$ cat config.mk
export PLATFORM = sky130hd
export DESIGN_NAME = mac_seq
export DESIGN_NICKNAME = d
export VERILOG_FILES = /design/src/rtl/mac_seq.sv
export SDC_FILE = /design/constraint.sdc
export NUM_CORES = 2
export LEC_CHECK = 0
export CAP_MARGIN = 5
export CELL_PAD_IN_SITES_DETAIL_PLACEMENT = 1
export CELL_PAD_IN_SITES_GLOBAL_PLACEMENT = 1
export CORE_ASPECT_RATIO = 1.75
export CORE_UTILIZATION = 49
export CTS_CLUSTER_SIZE = 10
export DETAILED_ROUTE_END_ITERATION = 10
export GPL_TIMING_DRIVEN = 0
export PLACE_DENSITY_LB_ADDON = 0.1
export SYNTH_ARGS = -nofsm -noshare
export SYNTH_HDL_FRONTEND = slang
export SYNTH_SLANG_ARGS = --single-unit
$ cat constraint.sdc
create_clock -name clk -period 14.78 [get_ports clk]
set_input_delay 2.217 -clock clk [delete_from_list [all_inputs] [get_ports clk]]
set_output_delay 2.217 -clock clk [all_outputs]
set_load 0.01 [all_outputs]
$ cat src/rtl/mac_seq.sv
// mac_seq: folded fixed-point dot product (LANES products/beat) with round/saturate and valid/ready handshake
module mac_seq #(
  parameter int DATA_WIDTH = 16,
  parameter int Q_FORMAT = 8,
  parameter int NUM_REGS = 8,
  parameter int LANES = 2,
  parameter int ACC_WIDTH = 2*DATA_WIDTH+$clog2(NUM_REGS),
  parameter bit SATURATE = 1
) (
  input  logic                         clk,
  input  logic                         rst,
  input  logic                         startValid,
  output logic                         startReady,
  input  logic signed [DATA_WIDTH-1:0] pDataIn [NUM_REGS],
  input  logic signed [DATA_WIDTH-1:0] coefs [NUM_REGS],
  input  logic                         roundEn,
  output logic                         resultValid,
  input  logic                         resultReady,
  output logic signed [DATA_WIDTH-1:0] macResult,
  output logic                         overflow,
  output logic                         busy
);
  typedef enum logic [1:0] {IDLE, ACCUM, ROUND, HOLD} state_t;
  localparam int BEATS = NUM_REGS/LANES;
  localparam int KW = BEATS > 1 ? $clog2(BEATS) : 1;
  localparam logic signed [ACC_WIDTH-1:0] MAXV = {{(ACC_WIDTH-DATA_WIDTH+1){1'b0}}, {(DATA_WIDTH-1){1'b1}}};
  localparam logic signed [ACC_WIDTH-1:0] MINV = {{(ACC_WIDTH-DATA_WIDTH+1){1'b1}}, {(DATA_WIDTH-1){1'b0}}};
  localparam logic signed [ACC_WIDTH-1:0] RND = ACC_WIDTH'(1) << (Q_FORMAT-1);
  state_t state_q;
  logic signed [DATA_WIDTH-1:0] data_q [NUM_REGS];
  logic signed [DATA_WIDTH-1:0] coef_q [NUM_REGS];
  logic round_q, ov_q, ov_d;
  logic [KW-1:0] k_q;
  logic signed [ACC_WIDTH-1:0] acc_q, acc_d, t, s;
  logic signed [2*DATA_WIDTH-1:0] prod;
  logic signed [DATA_WIDTH-1:0] res_q, res_d;
  always_comb begin
    acc_d = acc_q;
    prod = '0;
    for (int l = 0; l < LANES; l++) begin
      prod = coef_q[l] * data_q[l];
      acc_d = acc_d + ACC_WIDTH'(prod);
    end
    t = acc_q + (round_q ? RND : '0);
    s = t >>> Q_FORMAT;
    ov_d = s > MAXV || s < MINV;
    res_d = SATURATE && s > MAXV ? {1'b0, {(DATA_WIDTH-1){1'b1}}} :
            SATURATE && s < MINV ? {1'b1, {(DATA_WIDTH-1){1'b0}}} : s[DATA_WIDTH-1:0];
  end
  // operands shift down by LANES each beat so lanes always read slots 0..LANES-1
  always_ff @(posedge clk) begin
    if (rst) begin
      state_q <= IDLE;
      acc_q <= '0;
      k_q <= '0;
      res_q <= '0;
      ov_q <= 1'b0;
    end else begin
      case (state_q)
        IDLE: if (startValid) begin
          data_q <= pDataIn;
          coef_q <= coefs;
          round_q <= roundEn;
          acc_q <= '0;
          k_q <= '0;
          state_q <= ACCUM;
        end
        ACCUM: begin
          acc_q <= acc_d;
          k_q <= k_q + 1'b1;
          for (int i = 0; i < NUM_REGS-LANES; i++) begin
            data_q[i] <= data_q[i+LANES];
            coef_q[i] <= coef_q[i+LANES];
          end
          if (k_q == KW'(BEATS-1)) state_q <= ROUND;
        end
        ROUND: begin
          res_q <= res_d;
          ov_q <= ov_d;
          state_q <= HOLD;
        end
        HOLD: if (resultReady) state_q <= IDLE;
      endcase
    end
  end
  assign startReady = state_q == IDLE;
  assign busy = state_q == ACCUM || state_q == ROUND;
  assign resultValid = state_q == HOLD;
  assign macResult = res_q;
  assign overflow = ov_q;
endmodule
==> metrics.md <==
| Metric | Value |
|---|---|
| Outcome | `completed` |
| # DRC | `0` |
| Fmax | `110 MHz` |
| Cell with the most instances after synthesis | `inv_1` |
| Hold_buf cts | `0` |
| CTS Root Cell | `clkbuf_16` |
| CP Max Fanout | `10` |
| Setup CP Type | `flop to flop` |
| Die H | `350 µm` |
| Hold WC Path Type | `flop to flop` |
| Post-CTS Resized | `0` |
| Die area | `70200 µm²` |
| Final worst-path cycle share | `61.7%` |
| Drt total wl | `109000 µm` |
| Core area | `68500 µm²` |
| Sink Count | `313` |
| Ys flop type | `edfxtp_1` |
| Io pins | `281` |
| Distinct cell type count after synthesis | `62` |
| Critical path's largest stage delay | `900 ps` |
| Avg Inst Size Synth | `11.0 µm²` |
| CTS Buf Count | `38` |
| Area grow syn2layout | `15.2%` |
| Die Width | `201 µm` |
| Cell taking the most area after synthesis | `fa_1` |
| Num rows | `127` |
| Placer congestion estimate | `0.905` |
| Yosys reg bits | `313` |
| EDFF count, synth | `257` |
| Post-layout min period | `9110 ps` |
| Setup violations, final | `0` |
| Critical path's most frequent cell | `fa_1` |
| Inst Count DP | `4259` |
| Global Route Usage Sum | `32.1%` |
| Async set-reset flop share out of synthesis | `0%` |
| Worst EP required | `15230 ps` |
| Crit path DAT | `9570 ps` |
| Post-synth top area share | `39.1%` |
| Synth area leaders | `fa_1 (39%), edfxtp_1 (23%), inv_1 (7.9%), ha_1 (5.5%), a22o_1 (5.3%)` |
| Number of DRC markers in iteration 0 | `873` |
| Critical path startpoint category | `flop` |
| CTS H-tree lvls | `2` |
| Warning count from the yosys run | `0` |
| Worst-Skew Late Latency | `560 ps` |
| CTS clk-pin slew, worst paths | `60 ps` |
| Initial Util | `49.4%` |
| Worst-margin pin slew | `1040 ps` |
| Post-Syn Nets | `4140` |
| Worst Clk Skew | `15.9 ps` |
| CTS tree | `built` |
| Final Max Tran Viols | `0` |
| Commonest cells post-synth | `inv_1 (717), fa_1 (661), nand2_1 (266), edfxtp_1 (257), and2_1 (238)` |
| Antenna violations before repair | `1` |
| ANT nets after route | `0` |
| CP Cell Sequence | `clkbuf_1, nand2_1, fa_1, fa_1, fa_1, inv_1, fa_1, fa_1, fa_1, fa_1, inv_1, fa_1, inv_1, ha_1, nand3_1, or4_1, a21oi_1, nor4b_2, o21bai_2, o31a_2, a41oi_1, xnor2_1, a22o_1` |
| First-pass GRT wire length | `164000 µm` |
| Cell Area, Synth | `33900 µm²` |
| Number of vias in the routed layout | `23553` |
| DRT Pass-1 Iters | `5` |
| Vias per cell | `5.47` |
| Crit path capture type | `flop` |
| Finished Layout Cells | `4308` |
| Vias in the first global route | `28223` |
| Max clock buf depth | `3` |
| Largest net degree at the start of global routing | `39` |
| Unrepaired setup endpoints after global routing | `false` |
| # Post-CTS Setup Buffers | `0` |
| Buffers on Ports | `279` |
| Slew headroom | `30.9%` |
| MaxCap Viol Count | `0` |
| Routed len/inst | `25.2 µm` |
| Slowest-stage cell, CP | `fa_1` |
| Fraction of layout cells with a size suffix above 1 | `2.17%` |
| HPWL Detailed | `94200 µm` |
| Remaining Overflow, GRT | `0` |
| Fin nets | `4466` |
| Final hold violation count | `0` |
| Post-synthesis sequential area ratio | `26.1%` |
| Synthesized instance count | `3070` |
==> cell usage in the layout, fill, tap and decap left out, types with 3 or more instances in the layout <==
cell type / netlist / routed
a211oi_1: 7 / 7
a21o_1: 15 / 15
a21oi_1: 36 / 36
a22o_1: 205 / 205
a22oi_1: 15 / 15
a31oi_1: 9 / 9
and2_1: 238 / 238
and3_1: 8 / 8
and4_1: 3 / 3
buf_1: 7 / 7
buf_12: 0 / 7
buf_2: 3 / 3
clkbuf_1: 118 / 120
clkbuf_16: 0 / 39
clkdlybuf4s50_1: 0 / 279
dfxtp_1: 56 / 56
edfxtp_1: 257 / 257
fa_1: 661 / 661
ha_1: 148 / 148
inv_1: 717 / 717
mux2i_1: 5 / 5
nand2_1: 266 / 265
nand2b_1: 11 / 11
nand3_1: 16 / 16
nand4_1: 7 / 7
nor2_1: 84 / 82
nor2b_1: 20 / 20
nor3_1: 16 / 16
nor4_1: 3 / 3
o21a_1: 4 / 4
o21ai_0: 25 / 25
o21ai_1: 3 / 3
o22ai_1: 11 / 11
xnor2_1: 50 / 50
xor2_1: 9 / 9
==> per-layer routing <==
| metal | share of wire, % | up-vias | track usage [%] |
|---|---|---|---|
| met1 | 32 | 12375 | 30.8 |
| met5 | 0 | - | 0 |
| li1 | - | 10188 | - |
| met4 | 8.6 | 0 | 24.6 |
| met3 | 3.7 | 307 | 3.91 |
| met2 | 56 | 683 | 61.9 |
==> final cells by class <==
class	count	area [µm²]
Inverter	717	2690
Antenna cell	1	2.50
Fill cell	7302	29500
Clock buffer	42	997
Buffer	128	484
Multi-Input combinational cell	1912	21900
Timing Repair Buffer	286	2930
Tap cell	903	1130
Clock inverter	6	75.1
Sequential cell	313	8840
==> worst paths after layout <==
check / start / to / slack (ps) / cells after the start
worst max-delay path: data_q[113] / acc_q[34] / 5670 / 23
worst min register to register: macResult[1] / macResult[1] / 500 / 2
worst min-delay path: macResult[1] / macResult[1] / 500 / 2
worst max register to register: data_q[113] / acc_q[34] / 5670 / 23
==> logic make-up (layout without fill, tap and decap cells) <==
| group | after synthesis | in the layout | share of synthesized area, % |
|---|---|---|---|
| AO/OA/AOI/OAI | 347 | 347 | 8.02 |
| XOR/XNOR | 59 | 59 | 1.53 |
| adder cells (fa/ha/maj) | 809 | 809 | 44.5 |
| buffers and inverters | 845 | 1179 | 9.38 |
| flip-flops | 313 | 313 | 26.1 |
| multiplexers | 5 | 5 | 0.148 |
| other | 0 | 1 | 0 |
| AND/OR/NAND/NOR | 692 | 692 | 10.3 |
==> state kept, by name (all words and copies together), names as in the netlist <==
signal / flops
coef_q: 128
data_q: 128
acc_q: 35
macResult: 16
k_q: 2
state_q: 2
overflow: 1
round_q: 1
==> critical path, delay by kind of cell (launching register included) <==
kind / cells / cell delay, ps
AO/OA/AOI/OAI: 5 / 1160
flip-flops: 1 / 780
XOR/XNOR: 1 / 200
buffers and inverters: 4 / 790
adder cells (fa/ha/maj): 9 / 4980
AND/OR/NAND/NOR: 4 / 1100
==> through the flow <==
step | setup TNS (ps) | util, % | setup WS, ps | cell area (µm²) | hold WS, ps
final | 0 | 57.0 | 5670 | 39000 | 500
after global routing | 0 | 57.0 | 5250 | 39000 | 522
after CTS | 0 | 57.0 | 5130 | 39000 | 498
after global placement | -140730 | 55.2 | -778 | 37800 | 471
after detailed placement | 0 | 55.4 | 5180 | 37900 | 487
after floorplan | 0 | - | 3450 | 33900 | 454
Power is not shown: default switching activity piles up to over one toggle a cycle in this logic, so the estimate is an artifact.
